File: src/rtl/mux_sel_rr_arbiter_pkg.sv
// mux_sel_rr_arbiter_pkg
//   Shared types and constants for the round-robin mux-select arbiter.
//   - state_e  : arbiter FSM states (idle / a requester owns the mux)
//   - idx_t    : requester index, also the shared mux select width
//   - onehot4  : index -> one-hot grant vector
package mux_sel_rr_arbiter_pkg;

    localparam int unsigned NUM_REQ = 4;
    localparam int unsigned IDX_W   = 2;

    typedef logic [IDX_W-1:0] idx_t;

    typedef enum logic {
        ST_IDLE = 1'b0,
        ST_OWN  = 1'b1
    } state_e;

    function automatic logic [NUM_REQ-1:0] onehot4(input idx_t i);
        return NUM_REQ'(1) << i;
    endfunction

endpackage

File: src/rtl/mux_sel_rr_arbiter_rr_pick4.sv
// rr_pick4
//   Combinational rotating priority scan over four requesters.
//   Ports:
//     req_i      [3:0] request vector
//     start_i    [1:0] index scanned first; scan order start, start+1, ... (mod 4)
//     excl_en_i        when high, requester excl_idx_i is never picked
//     excl_idx_i [1:0] requester to exclude
//     found_o          a winner exists
//     idx_o      [1:0] winning index (0 when found_o is low)
module rr_pick4
    import mux_sel_rr_arbiter_pkg::*;
(
    input  logic [NUM_REQ-1:0] req_i,
    input  idx_t               start_i,
    input  logic               excl_en_i,
    input  idx_t               excl_idx_i,
    output logic               found_o,
    output idx_t               idx_o
);

    idx_t cand;

    always_comb begin
        found_o = 1'b0;
        idx_o   = '0;
        cand    = '0;
        for (int unsigned k = 0; k < NUM_REQ; k++) begin
            // idx_t arithmetic wraps naturally, giving the mod-4 rotation
            cand = start_i + idx_t'(k);
            if (!found_o && req_i[cand] && !(excl_en_i && (cand == excl_idx_i))) begin
                found_o = 1'b1;
                idx_o   = cand;
            end
        end
    end

endmodule

File: src/rtl/mux_sel_rr_arbiter.sv
// mux_sel_rr_arbiter
//   Round-robin arbiter owning the select of a shared 4:1, 3-bit mux.
//   A hold limit (MAX_HOLD cycles) preempts an owner when others wait.
//   All outputs are registered; no combinational path from req.
//   Ports:
//     clk      rising-edge clock
//     reset    synchronous, active-high reset
//     req      [3:0] level-sensitive requests, req[i] from requester i
//     sel      [1:0] shared mux select = index of current owner (held when idle)
//     grant    [3:0] one-hot grant, zero when idle
//     busy     high while a grant is active
//     timeout  one-cycle pulse on the first cycle of a grant won by preemption
module mux_sel_rr_arbiter
    import mux_sel_rr_arbiter_pkg::*;
#(
    parameter int unsigned MAX_HOLD = 8,
    parameter int unsigned CNT_W    = 8
) (
    input  logic                clk,
    input  logic                reset,
    input  logic [NUM_REQ-1:0]  req,
    output logic [IDX_W-1:0]    sel,
    output logic [NUM_REQ-1:0]  grant,
    output logic                busy,
    output logic                timeout
);

    if (MAX_HOLD == 0 || MAX_HOLD > 255 || (MAX_HOLD >> CNT_W) != 0) begin : g_bad_param
        $error("mux_sel_rr_arbiter: MAX_HOLD must be 1..255 and fit in CNT_W bits");
    end

    localparam logic [CNT_W-1:0] HOLD_MAX = CNT_W'(MAX_HOLD);

    state_e             state_q,   state_d;
    idx_t               sel_q,     sel_d;
    logic [NUM_REQ-1:0] grant_q,   grant_d;
    logic               busy_q,    busy_d;
    logic               timeout_q, timeout_d;
    logic [CNT_W-1:0]   cnt_q,     cnt_d;
    idx_t               ptr_q,     ptr_d;

    logic owner_req;
    logic others_req;
    logic at_max;
    logic rel_a;
    logic rel_b;
    idx_t pick_start;
    logic pick_found;
    idx_t pick_idx;

    assign owner_req  = req[sel_q];
    assign others_req = |(req & ~onehot4(sel_q));
    assign at_max     = (cnt_q == HOLD_MAX);

    // Owner dropping its request takes precedence over expiry, so a
    // simultaneous drop never produces a timeout pulse.
    assign rel_a = (state_q == ST_OWN) && !owner_req;
    assign rel_b = (state_q == ST_OWN) && owner_req && at_max && others_req;

    // Idle scans from the pointer; on release the scan starts just past the
    // owner so it is naturally last, and is excluded outright on preemption.
    assign pick_start = (state_q == ST_IDLE) ? ptr_q : sel_q + idx_t'(1);

    rr_pick4 u_pick (
        .req_i      (req),
        .start_i    (pick_start),
        .excl_en_i  (rel_b),
        .excl_idx_i (sel_q),
        .found_o    (pick_found),
        .idx_o      (pick_idx)
    );

    always_comb begin
        state_d   = state_q;
        sel_d     = sel_q;
        grant_d   = grant_q;
        busy_d    = busy_q;
        timeout_d = 1'b0;
        cnt_d     = cnt_q;
        ptr_d     = ptr_q;

        case (state_q)
            ST_IDLE: begin
                if (pick_found) begin
                    state_d = ST_OWN;
                    sel_d   = pick_idx;
                    grant_d = onehot4(pick_idx);
                    busy_d  = 1'b1;
                    cnt_d   = CNT_W'(1);
                end
            end
            ST_OWN: begin
                if (rel_a || rel_b) begin
                    ptr_d = sel_q + idx_t'(1);
                    if (pick_found) begin
                        sel_d     = pick_idx;
                        grant_d   = onehot4(pick_idx);
                        cnt_d     = CNT_W'(1);
                        timeout_d = rel_b;
                    end else begin
                        state_d = ST_IDLE;
                        grant_d = '0;
                        busy_d  = 1'b0;
                    end
                end else if (!at_max) begin
                    cnt_d = cnt_q + CNT_W'(1);
                end
            end
            default: begin
                state_d = ST_IDLE;
                grant_d = '0;
                busy_d  = 1'b0;
            end
        endcase
    end

    always_ff @(posedge clk) begin
        if (reset) begin
            state_q   <= ST_IDLE;
            sel_q     <= '0;
            grant_q   <= '0;
            busy_q    <= 1'b0;
            timeout_q <= 1'b0;
            cnt_q     <= '0;
            ptr_q     <= '0;
        end else begin
            state_q   <= state_d;
            sel_q     <= sel_d;
            grant_q   <= grant_d;
            busy_q    <= busy_d;
            timeout_q <= timeout_d;
            cnt_q     <= cnt_d;
            ptr_q     <= ptr_d;
        end
    end

    assign sel     = sel_q;
    assign grant   = grant_q;
    assign busy    = busy_q;
    assign timeout = timeout_q;

endmodule

File: config.mk
export PLATFORM = sky130hd
export DESIGN_NAME = mux_sel_rr_arbiter
export DESIGN_NICKNAME = d
export VERILOG_FILES = /design/src/rtl/mux_sel_rr_arbiter_pkg.sv /design/src/rtl/mux_sel_rr_arbiter_rr_pick4.sv /design/src/rtl/mux_sel_rr_arbiter.sv
export SDC_FILE = /design/constraint.sdc
export NUM_CORES = 1
export LEC_CHECK = 0
export CORE_ASPECT_RATIO = 1.4
export CORE_MARGIN = 4
export CORE_UTILIZATION = 50
export DETAILED_ROUTE_END_ITERATION = 7
export PLACE_DENSITY = 0.79
export SLEW_MARGIN = 10
export SYNTH_ARGS = -nofsm -noshare
export SYNTH_HDL_FRONTEND = slang
export SYNTH_SLANG_ARGS = --single-unit
File: constraint.sdc
create_clock -name clk -period 2.6 [get_ports clk]
set_clock_uncertainty 0.05 [all_clocks]
set_input_delay 0.65 -clock clk [delete_from_list [all_inputs] [get_ports clk]]
set_output_delay 0.65 -clock clk [all_outputs]
set_load 0.01 [all_outputs]
==> After elaboration in Yosys (flattened, before gate mapping) <==
Cells that the tools add are included.
{ "word_totals": {"regBits": 19, "input_bits": 6, "output_inout_bits": 8, "elab_cells": 99} }
{ "classes": {"add_sub_neg": 5, "order_cmp": 5, "eq_ne": 9, "n_shift": 2, "mux": 37, "n_bitwise": 5, "n_reduce_logical": 29} }
{ "op_table": {"columns": ["cell", "count"], "rows": [
  ["8-bit two-way mux", 3],
  ["8-bit case mux with 2 select lines", 1],
  ["1-bit logical AND", 15],
  ["2-bit by 3-bit less-than comparator with 1-bit output, second input constant", 5],
  ["1-bit two-way mux", 14],
  ["2-bit two-way mux", 7],
  ["4-bit two-way mux", 3],
  ["1-bit binary-select mux with 2-bit select", 5],
  ["8-bit by 1-bit adder with 8-bit output, second input constant", 1],
  ["2-bit equality test", 4],
  ["8-bit by 4-bit equality test with 1-bit output, second input constant", 1],
  ["1-bit zero test", 8],
  ["4-bit case mux with 2 select lines", 1],
  ["4-bit OR reduction", 2],
  ["1-bit by 2-bit << shifter with 4-bit output, first input constant", 2],
  ["2-bit by 1-bit adder with 2-bit output, second input constant", 2],
  ["2-bit adder, second input constant", 2],
  ["4-bit AND", 1],
  ["2-bit inequality test, second input constant", 2],
  ["4-bit inverter", 1],
  ["1-bit case mux with 2 select lines", 2],
  ["2-bit case mux with 2 select lines", 1],
  ["2-bit AND reduction", 2],
  ["3-bit by 2-bit inequality test with 1-bit output, second input constant", 1],
  ["other kinds (4)", 6]
]} }

==> Depth between registers and ports, before layout <==
Gate-level depths: netlist of run 1.
{ "depth": {"word_depth": 25, "mapped_depth": 10, "mapped_depth_nobuf": 9} }

==> Hierarchy <==
From an unflattened synthesis of run 1, not the netlist that was laid out.
{ "unflattened": {"cells_unflattened": 141, "hier_area_um2": 1211.2} }
{ "by_module_without_submodules": {"columns": ["module", "instances", "cells_per_inst", "area_each_um2", "seq_area_each_um2"], "rows": [
  ["mux_sel_rr_arbiter", 1, 120, 1052.3, 380.4],
  ["rr_pick4", 1, 21, 158.9, 0.0]
]} }

==> Least setup slack after synthesis of run 1 <==
OpenSTA, ideal clock, no wires.
{ "synth_path": {"path_type": "reg2reg", "startpoint": "register sel_q[1] (netlist: sel[1])", "endpoint": "register grant_q[1] (netlist: grant[1])", "setup_ns": 0.117, "arrival_ns": 2.340, "required_ns": 2.433, "path_slack_ns": 0.093, "stages_incl_launch_ff": 10, "n_path_buf": 1, "period_less_slack_ns": 2.507, "cell_sequence": "dfxtp_1 > inv_1 > ha_1 > mux2i_1 > buf_2 > mux2i_1 > o22ai_1 > a221oi_2 > a21oi_1 > a32o_1"} }
{ "synth_between": {"elab_chain_cells": 25, "elab_cells_between_ends": 63, "classes_between": "add/sub: 4; eq/ne: 6; shift: 2; mux: 23; bitwise: 2; reduce/logical: 26"} }
{ "synth_lines": {"columns": ["item", "line_no", "rtl"], "rows": [
  ["from (decl)", "mux_sel_rr_arbiter.sv:35", "idx_t sel_q, sel_d;"],
  ["from (signal assigned)", "mux_sel_rr_arbiter.sv:128", "sel_q <= sel_d;"],
  ["branches (longest 25 deep; another with 2-bit by 1-bit adder with 2-bit output)", null, null],
  ["to (signal assigned)", "mux_sel_rr_arbiter.sv:129", "grant_q <= grant_d;"],
  ["to (decl)", "mux_sel_rr_arbiter.sv:36", "logic [NUM_REQ-1:0] grant_q, grant_d;"]
]} }
Several ways; the timed one is not identified. The select of a mux whose other input is x is not followed.
A chain may end at the register's enable or synchronous reset.

==> Final worst setup path of run 1 <==
{ "layout_path": {"startpoint": "register cnt_q[6]", "endpoint": "register grant_q[3] (netlist: grant[3])"} }
{ "layout_between": {"elab_chain_cells": 23, "elab_cells_between_ends": 38, "classes_between": "eq/ne: 3; shift: 1; mux: 12; reduce/logical: 22"} }
{ "layout_lines": {"columns": ["item", "line_no", "rtl"], "rows": [
  ["from (decl)", "mux_sel_rr_arbiter.sv:39", "logic [CNT_W-1:0] cnt_q, cnt_d;"],
  ["from (signal assigned)", "mux_sel_rr_arbiter.sv:132", "cnt_q <= cnt_d;"],
  ["8-bit by 4-bit equality test with 1-bit output *", "mux_sel_rr_arbiter.sv:53", "assign at_max = (cnt_q == HOLD_MAX);"],
  ["1-bit logical AND * (2 in series)", "mux_sel_rr_arbiter.sv:58", "assign rel_b = (state_q == ST_OWN) && owner_req && at_max && others_req;"],
  ["1-bit logical AND", "mux_sel_rr_arbiter_rr_pick4.sv:30", "if (!found_o && req_i[cand] && !(excl_en_i && (cand == excl_idx_i))) begin"],
  ["1-bit zero test", "mux_sel_rr_arbiter_rr_pick4.sv:30", null],
  ["1-bit logical AND", "mux_sel_rr_arbiter_rr_pick4.sv:30", null],
  ["1-bit two-way mux", "mux_sel_rr_arbiter_rr_pick4.sv:30", null],
  ["1-bit zero test", "mux_sel_rr_arbiter_rr_pick4.sv:30", null],
  ["1-bit logical AND (2 in series)", "mux_sel_rr_arbiter_rr_pick4.sv:30", null],
  ["[... 4 more ...]", null, null],
  ["1-bit two-way mux", "mux_sel_rr_arbiter_rr_pick4.sv:30", null],
  ["1-bit zero test", "mux_sel_rr_arbiter_rr_pick4.sv:30", null],
  ["1-bit logical AND (2 in series)", "mux_sel_rr_arbiter_rr_pick4.sv:30", null],
  ["2-bit two-way mux", "mux_sel_rr_arbiter_rr_pick4.sv:30", null],
  ["1-bit by 2-bit << shifter with 4-bit output", "mux_sel_rr_arbiter_pkg.sv:19", "return NUM_REQ'(1) << i;"],
  ["4-bit two-way mux", "mux_sel_rr_arbiter.sv:95", "if (pick_found) begin"],
  ["4-bit two-way mux", "mux_sel_rr_arbiter.sv:93", "if (rel_a || rel_b) begin"],
  ["4-bit case mux with 2 select lines", "mux_sel_rr_arbiter.sv:82", "case (state_q)"]
]} }
Mark *: on every way between the ends. The rest lies on a longest branch, timed or not. The select of a mux whose other input is x is not followed.

==> flow_summary.toml, run 1 <==
[floorplan]
fp.dieW_um = 53.5
dieArea_um2 = 3840
die_y_um = 71.7
core_area_um2 = 2700
start_util_pct = 53.8
rows = 22
io_pins = 14

[logic_synthesis]
synth_edf_count = 0
synth_top_family_by_area = "simple AND/OR/NAND/NOR gates"
synth_largest_area_cell = "dfxtp_1"
avgSynthCellArea_um2 = 8.38
synthSimpleGateAreaFrac_pct = 26.1
synth_mux_area_share_pct = 12.4
synthCells = 173
synth_most_common_cell = "dfxtp_1"
synth_seq_area_share_pct = 26.2
syn_nets = 185
yosys-top-cells-area = "dfxtp_1 (26%), mux2i_1 (8.3%), ha_1 (5.2%)"
synth_top_area_share_pct = 26.2
ys_ff_latch = 19
yosysWarnings = 0
synth_cell_types = 54
syn_area_um2 = 1450
synth_xor_area_share_pct = 1.81
synth-adder-area-share_pct = 5.18
synthFlopType = "dfxtp_1"
synthArstFlopShare_pct = 0
synth_common_cells = "dfxtp_1 (19), mux2i_1 (12), nand2_1 (12), nor2_1 (12), a21oi_1 (11)"
synth_compound_area_share_pct = 21.9

[critical_path]
rr_startpoint = "cnt_q[6]$_SDFFE_PP0P_"
path_max_fanout = 6
startpoint_type = "flip-flop"
worstPathArrival_ns = 2.64
crit_path_start = "cnt_q[6]$_SDFFE_PP0P_"
endpoint_kind = "flip-flop"
crit_chain = "nor4b_1 -> and4_2 -> nand3_4 -> or2_4 -> a221oi_4 -> a21oi_2 -> a32o_1"
reg2reg_depth = 7
crit_required_ns = 2.75
slowest_stage = "nor4b_1"
r2r_slack_ns = 0.11
cp.buffers_inverters = 0
cp_slowest_stage_delay_ns = 0.44
critical-path-top-delay-family = "simple AND/OR/NAND/NOR gates"
reg2reg_to = "grant[3]$_SDFFE_PP0P_"
crit_type = "reg2reg"

[routing]
dr.pass1.iters = 4
dr_wl_met3_um = 152
route.met2.wl_um = 2210
wl_per_cell_um = 16.3
drt-met1-wl_um = 1550
routed_wl_um = 4070
drcViolationCount = 0
num_vias = 1501
viasPerCell = 6.03
drt-initial-drc-count = 40
dr.max_layer_used = "met4"
ant_nets = 0

[timing]
max_freq_ghz = 0.402
worst_slack_ns = 0.111
setup_viol = 0
finalCriticalPeriod_ns = 2.49
relSlewSlack_pct = 72.4
hold_slack_ns = 0.426
finalHoldViolCount = 0
worst_pin_slew_ns = 0.409
rsz0062_at_grt = "no"
finalCritPeriodShare_pct = 95.7
drv_slew = 0

[final_layout]
drive_gt1_share_pct = 30.0
num_antenna_cells = 0
nNetsFinal = 226
design_area_um2 = 1970
area_growth_pct = 35.5
ff_latch_area_um2 = 380
fill_cells = 205
multi_input_area_um2 = 1080
fin_util_pct = 72.9

[global_routing]
grt_start_max_net_pins = 14
grt_pass1_wl_um = 6370
grt_use_total_pct = 21.7
antenna_found_initial = 0
grt_pass1_vias = 1495
overflow = 0

[cts]
root_buffer = "clkbuf_4"
cts_buffers = 3
cts_tree = "done"
hold_buffers = 0
numClockSinks = 19
h-tree-depth = 1
insertion_delay_ns = 0.30
cts_buffer_depth = 2
path_clk_slew_ns = 0.11

[min_path]
min_from = "grant[1]$_SDFFE_PP0P_"
min_to = "grant[1]$_SDFFE_PP0P_"
hold_class = "reg2reg"
hold_path_depth = 1

[power_and_ir_drop]
leakagePower_nw = 0.839
ir_worst_vdd_v = 0.000459
power.density_nw_per_um2 = 661

[placement]
pre_cts_ws_ns = -0.378
hpwl_um = 2880
io_buffers = 13
gp_congestion = 0.889
placed_cell_area_um2 = 1770

[status]
status = "finished clean"

[run]
maxCapViolCount = 0
per-stage QoR:
stage          power [mW]  instances  TNS (ns)
6_report             1.30        249         0
5_1_grt              1.39        249         0
4_1_cts              1.17        243   -0.0317
3_5_place_dp        0.979        238     -4.46
3_3_place_gp        0.961        238     -2.91
2_1_floorplan       0.776        173         0
area by class of cell:
cell class | count | share of cell area, %
timing repair buffer | 48 | 20.7
inverter | 7 | 1.34
multi-input combinational | 135 | 55.0
tap | 36 | 2.29
clock buffer | 4 | 1.34
sequential | 19 | 19.4
worst max path at each step:
stage | endpoint | slack [ns] | cells past startpoint
after floorplan | grant[1]$_SDFFE_PP0P_ | 0.09 | 9
after global placement | cnt_q[6]$_SDFFE_PP0P_ | -0.29 | 7
after detailed placement | grant[3]$_SDFFE_PP0P_ | -0.38 | 9
after CTS | cnt_q[6]$_SDFFE_PP0P_ | -0.03 | 7
after global routing | grant[3]$_SDFFE_PP0P_ | 0.002 | 7
final | grant[3]$_SDFFE_PP0P_ | 0.11 | 7
routing by layer:
layer  GRT usage, %  vias to the layer above
met5              0                        -
met4           13.6                        0
met3           3.33                       16
met2           38.9                       52
met1           22.5                      715
li1               -                      718
worst register-to-register path, stage by stage, from the launching register on:
cell      delay [ns]
dfxtp_1         0.39
nor4b_1         0.45
and4_2          0.38
nand3_4         0.15
or2_4           0.30
a221oi_4        0.31
a21oi_2         0.11
a32o_1          0.26
registers in the layout, indices dropped and copies added (netlist names):
signal and count:
grant 4, state_q 1, sel 2, timeout 1, cnt_q 8, busy 1
ptr_q 2
cells in the final DEF (no fill, tap or decap), types with 4 or more instances in the layout:
cell type        instances
buf_4                   34
dfxtp_1                 19
nor2_1                  12
nand2_1                 11
a21oi_1                  9
mux2i_1                  9
clkdlybuf4s50_1          9
o21ai_0                  8
nand3_1                  8
inv_1                    5
nand2b_1                 5
nor3_1                   5
ha_1                     5
a31oi_1                  4
dlymetal6s2s_1           4
cell families after synthesis:
group                      after synthesis
and+or+nand+nor                         67
AOI/OAI and AO/OA                       44
buffers and inverters                   19
DFF                                     19
muxes                                   15
adders and majority gates                6
xor gates and xnor gates                 3
timing repair:
action,in CTS,in global routing
gates resized for setup,5,19
setup buffers,1,6
pin swaps,1,9
hold endpoints to repair,0,0
setup endpoints to repair,7,12
where the power goes:
part,switching (mW),total [mW],internal (mW)
Sequential,0.0266,0.358,0.332
Combinational,0.398,0.786,0.388
Clock,0.0947,0.155,0.0598
Total,0.520,1.30,0.779
Note: power is estimated with default switching activity, not from simulation.
==> run 2: changes to the inputs <==
--- a/config.mk
+++ b/config.mk
@@ -10,7 +10,7 @@
 export CORE_UTILIZATION = 50
 export DETAILED_ROUTE_END_ITERATION = 7
 export PLACE_DENSITY = 0.79
-export SLEW_MARGIN = 10
 export SYNTH_ARGS = -nofsm -noshare
 export SYNTH_HDL_FRONTEND = slang
 export SYNTH_SLANG_ARGS = --single-unit
+export TNS_END_PERCENT = 50
==> run 2 against run 1 <==
Compared with the run above: power shrank 0.14%; clock power is essentially flat; largest power group unchanged; count of clock-buffer cells in the layout is the same; combinational power shrank 0.5%; critical path type unchanged; highest routed layer unchanged; final cell count shrank 0.40%; register-to-register slack gained 0.04 ns; non-clock buffer count shrank 1; global-route usage is essentially flat; critical endpoint is now grant[0]$_SDFFE_PP0P_.
==> flow_summary.toml, run 2 (synthesized netlist as in run 1, its figures left out) <==
[final_layout]
area_growth_pct = 35.2
layout_commonest_cell = "buf_4"
drive_gt1_share_pct = 30.2
design_area_um2 = 1960
layout.cells.non_filler = 248
top_register = "cnt_q"
fill_cells = 203
ff_latch_area_um2 = 380
largest_reg_flops = 8
nNetsFinal = 225
layout.cells.most_common_list = "buf_4 (34), dfxtp_1 (19), nor2_1 (12), nand2_1 (11)"
num_antenna_cells = 0
multi_input_area_um2 = 1090

[critical_path]
crit_required_ns = 2.76
r2r_slack_ns = 0.15
crit_type = "reg2reg"
worstPathArrival_ns = 2.61
endpoint_kind = "flip-flop"
cp.buffers_inverters = 2
cpMostUsedCell = "mux2i_1"
cp_slowest_stage_delay_ns = 0.35
slowest_stage = "a221oi_4"
critical-path-top-delay-family = "compound AO/OA/AOI/OAI gates"
startpoint_type = "flip-flop"
crit_chain = "inv_2 -> ha_4 -> mux2i_1 -> buf_4 -> mux2i_1 -> mux2i_1 -> mux2i_4 -> a221oi_4 -> a21oi_2 -> o31ai_1"
path_max_fanout = 5

[timing]
relSlewSlack_pct = 73.2
hold_slack_ns = 0.427
finalCriticalPeriod_ns = 2.45
worst_pin_slew_ns = 0.402
max_freq_ghz = 0.408
rsz0062_at_grt = "no"
drv_slew = 0
finalHoldViolCount = 0
setup_viol = 0
finalCritPeriodShare_pct = 94.2

[floorplan]
die_y_um = 71.7
dieArea_um2 = 3840
core_area_um2 = 2700
io_pins = 14
start_util_pct = 53.8
fp.dieW_um = 53.5
rows = 22

[cts]
cts_buffer_depth = 2
cts_tree = "done"
cts_buffers = 3
insertion_delay_ns = 0.30
root_buffer = "clkbuf_4"
path_clk_slew_ns = 0.11
h-tree-depth = 1
numClockSinks = 19

[routing]
routed_wl_um = 4040
num_vias = 1488
wl_per_cell_um = 16.3
drcViolationCount = 0
viasPerCell = 6.00
drt-initial-drc-count = 52
dr.pass1.iters = 4
ant_nets = 0

[power_and_ir_drop]
ir_worst_vdd_v = 0.000459
power.density_nw_per_um2 = 662
leakagePower_nw = 0.834

[global_routing]
antenna_found_initial = 0
overflow = 0
grt_pass1_wl_um = 6350
grt_pass1_vias = 1488
grt_start_max_net_pins = 14
grt_use_total_pct = 21.7

[status]
status = "finished clean"

[placement]
io_buffers = 13
gp_congestion = 0.889
placed_cell_area_um2 = 1770
dp_cells = 238
hpwl_um = 2880

[min_path]
hold_class = "reg2reg"

[run]
maxCapViolCount = 0
[run 2: final cells by class]
class / count / share of cell area [%]
multi-input cells: 135 / 55.5
repair buffers: 47 / 20.2
flip-flops and latches: 19 / 19.4
well taps: 36 / 2.30
clock buffers: 4 / 1.34
inverters: 7 / 1.34
[run 2: power breakdown]
group,switching [mW],total (mW),internal (mW),leakage (nW)
clock network,0.0967,0.157,0.0599,0.0150
logic,0.395,0.782,0.387,0.664
registers,0.0263,0.358,0.332,0.155
total,0.518,1.30,0.779,0.834
[run 2: per-stage QoR]
step	power [mW]	utilization [%]	TNS, ns	worst slack [ns]
after floorplan	0.776	-	0	0.0927
after global placement	0.961	65.6	-2.91	-0.289
after detailed placement	0.979	65.6	-4.46	-0.378
after CTS	1.16	67.8	-0.0875	-0.0358
after global routing	1.39	72.7	0	0.0170
final	1.30	72.7	0	0.152
[run 2: worst register-to-register path, cell delays in order (launching register included)]
cell      delay, ns
dfxtp_1        0.34
inv_2          0.13
ha_4           0.23
mux2i_1        0.17
buf_4          0.18
mux2i_1        0.09
mux2i_1        0.26
mux2i_4        0.14
a221oi_4       0.36
a21oi_2        0.11
o31ai_1        0.29
[run 2: metal layers]
metal / GRT usage (%) / wire, µm / up-vias
met1: 22.3 / 1490 / 699
li1: - / - / 717
met4: 13.1 / 176 / 0
met2: 39.2 / 2230 / 52
met3: 3.33 / 144 / 20
met5: 0 / 0 / -
[run 2: worst paths after layout]
path | cells past startpoint | end | startpoint
worst max-delay path | 10 | grant[0]$_SDFFE_PP0P_ | sel[1]$_SDFFE_PP0P_
worst min-delay path | 1 | grant[1]$_SDFFE_PP0P_ | grant[1]$_SDFFE_PP0P_
worst max register to register | 10 | grant[0]$_SDFFE_PP0P_ | sel[1]$_SDFFE_PP0P_
worst min register to register | 1 | grant[1]$_SDFFE_PP0P_ | grant[1]$_SDFFE_PP0P_
[run 2: repair_timing]
action | 4_1_cts | 5_1_grt
hold buffers | 0 | 0
endpoints found under the setup margin | 7 | 12
gates resized for setup | 4 | 20
buffers inserted | 1 | 5
gates cloned | 0 | 0
pin swaps | 1 | 8
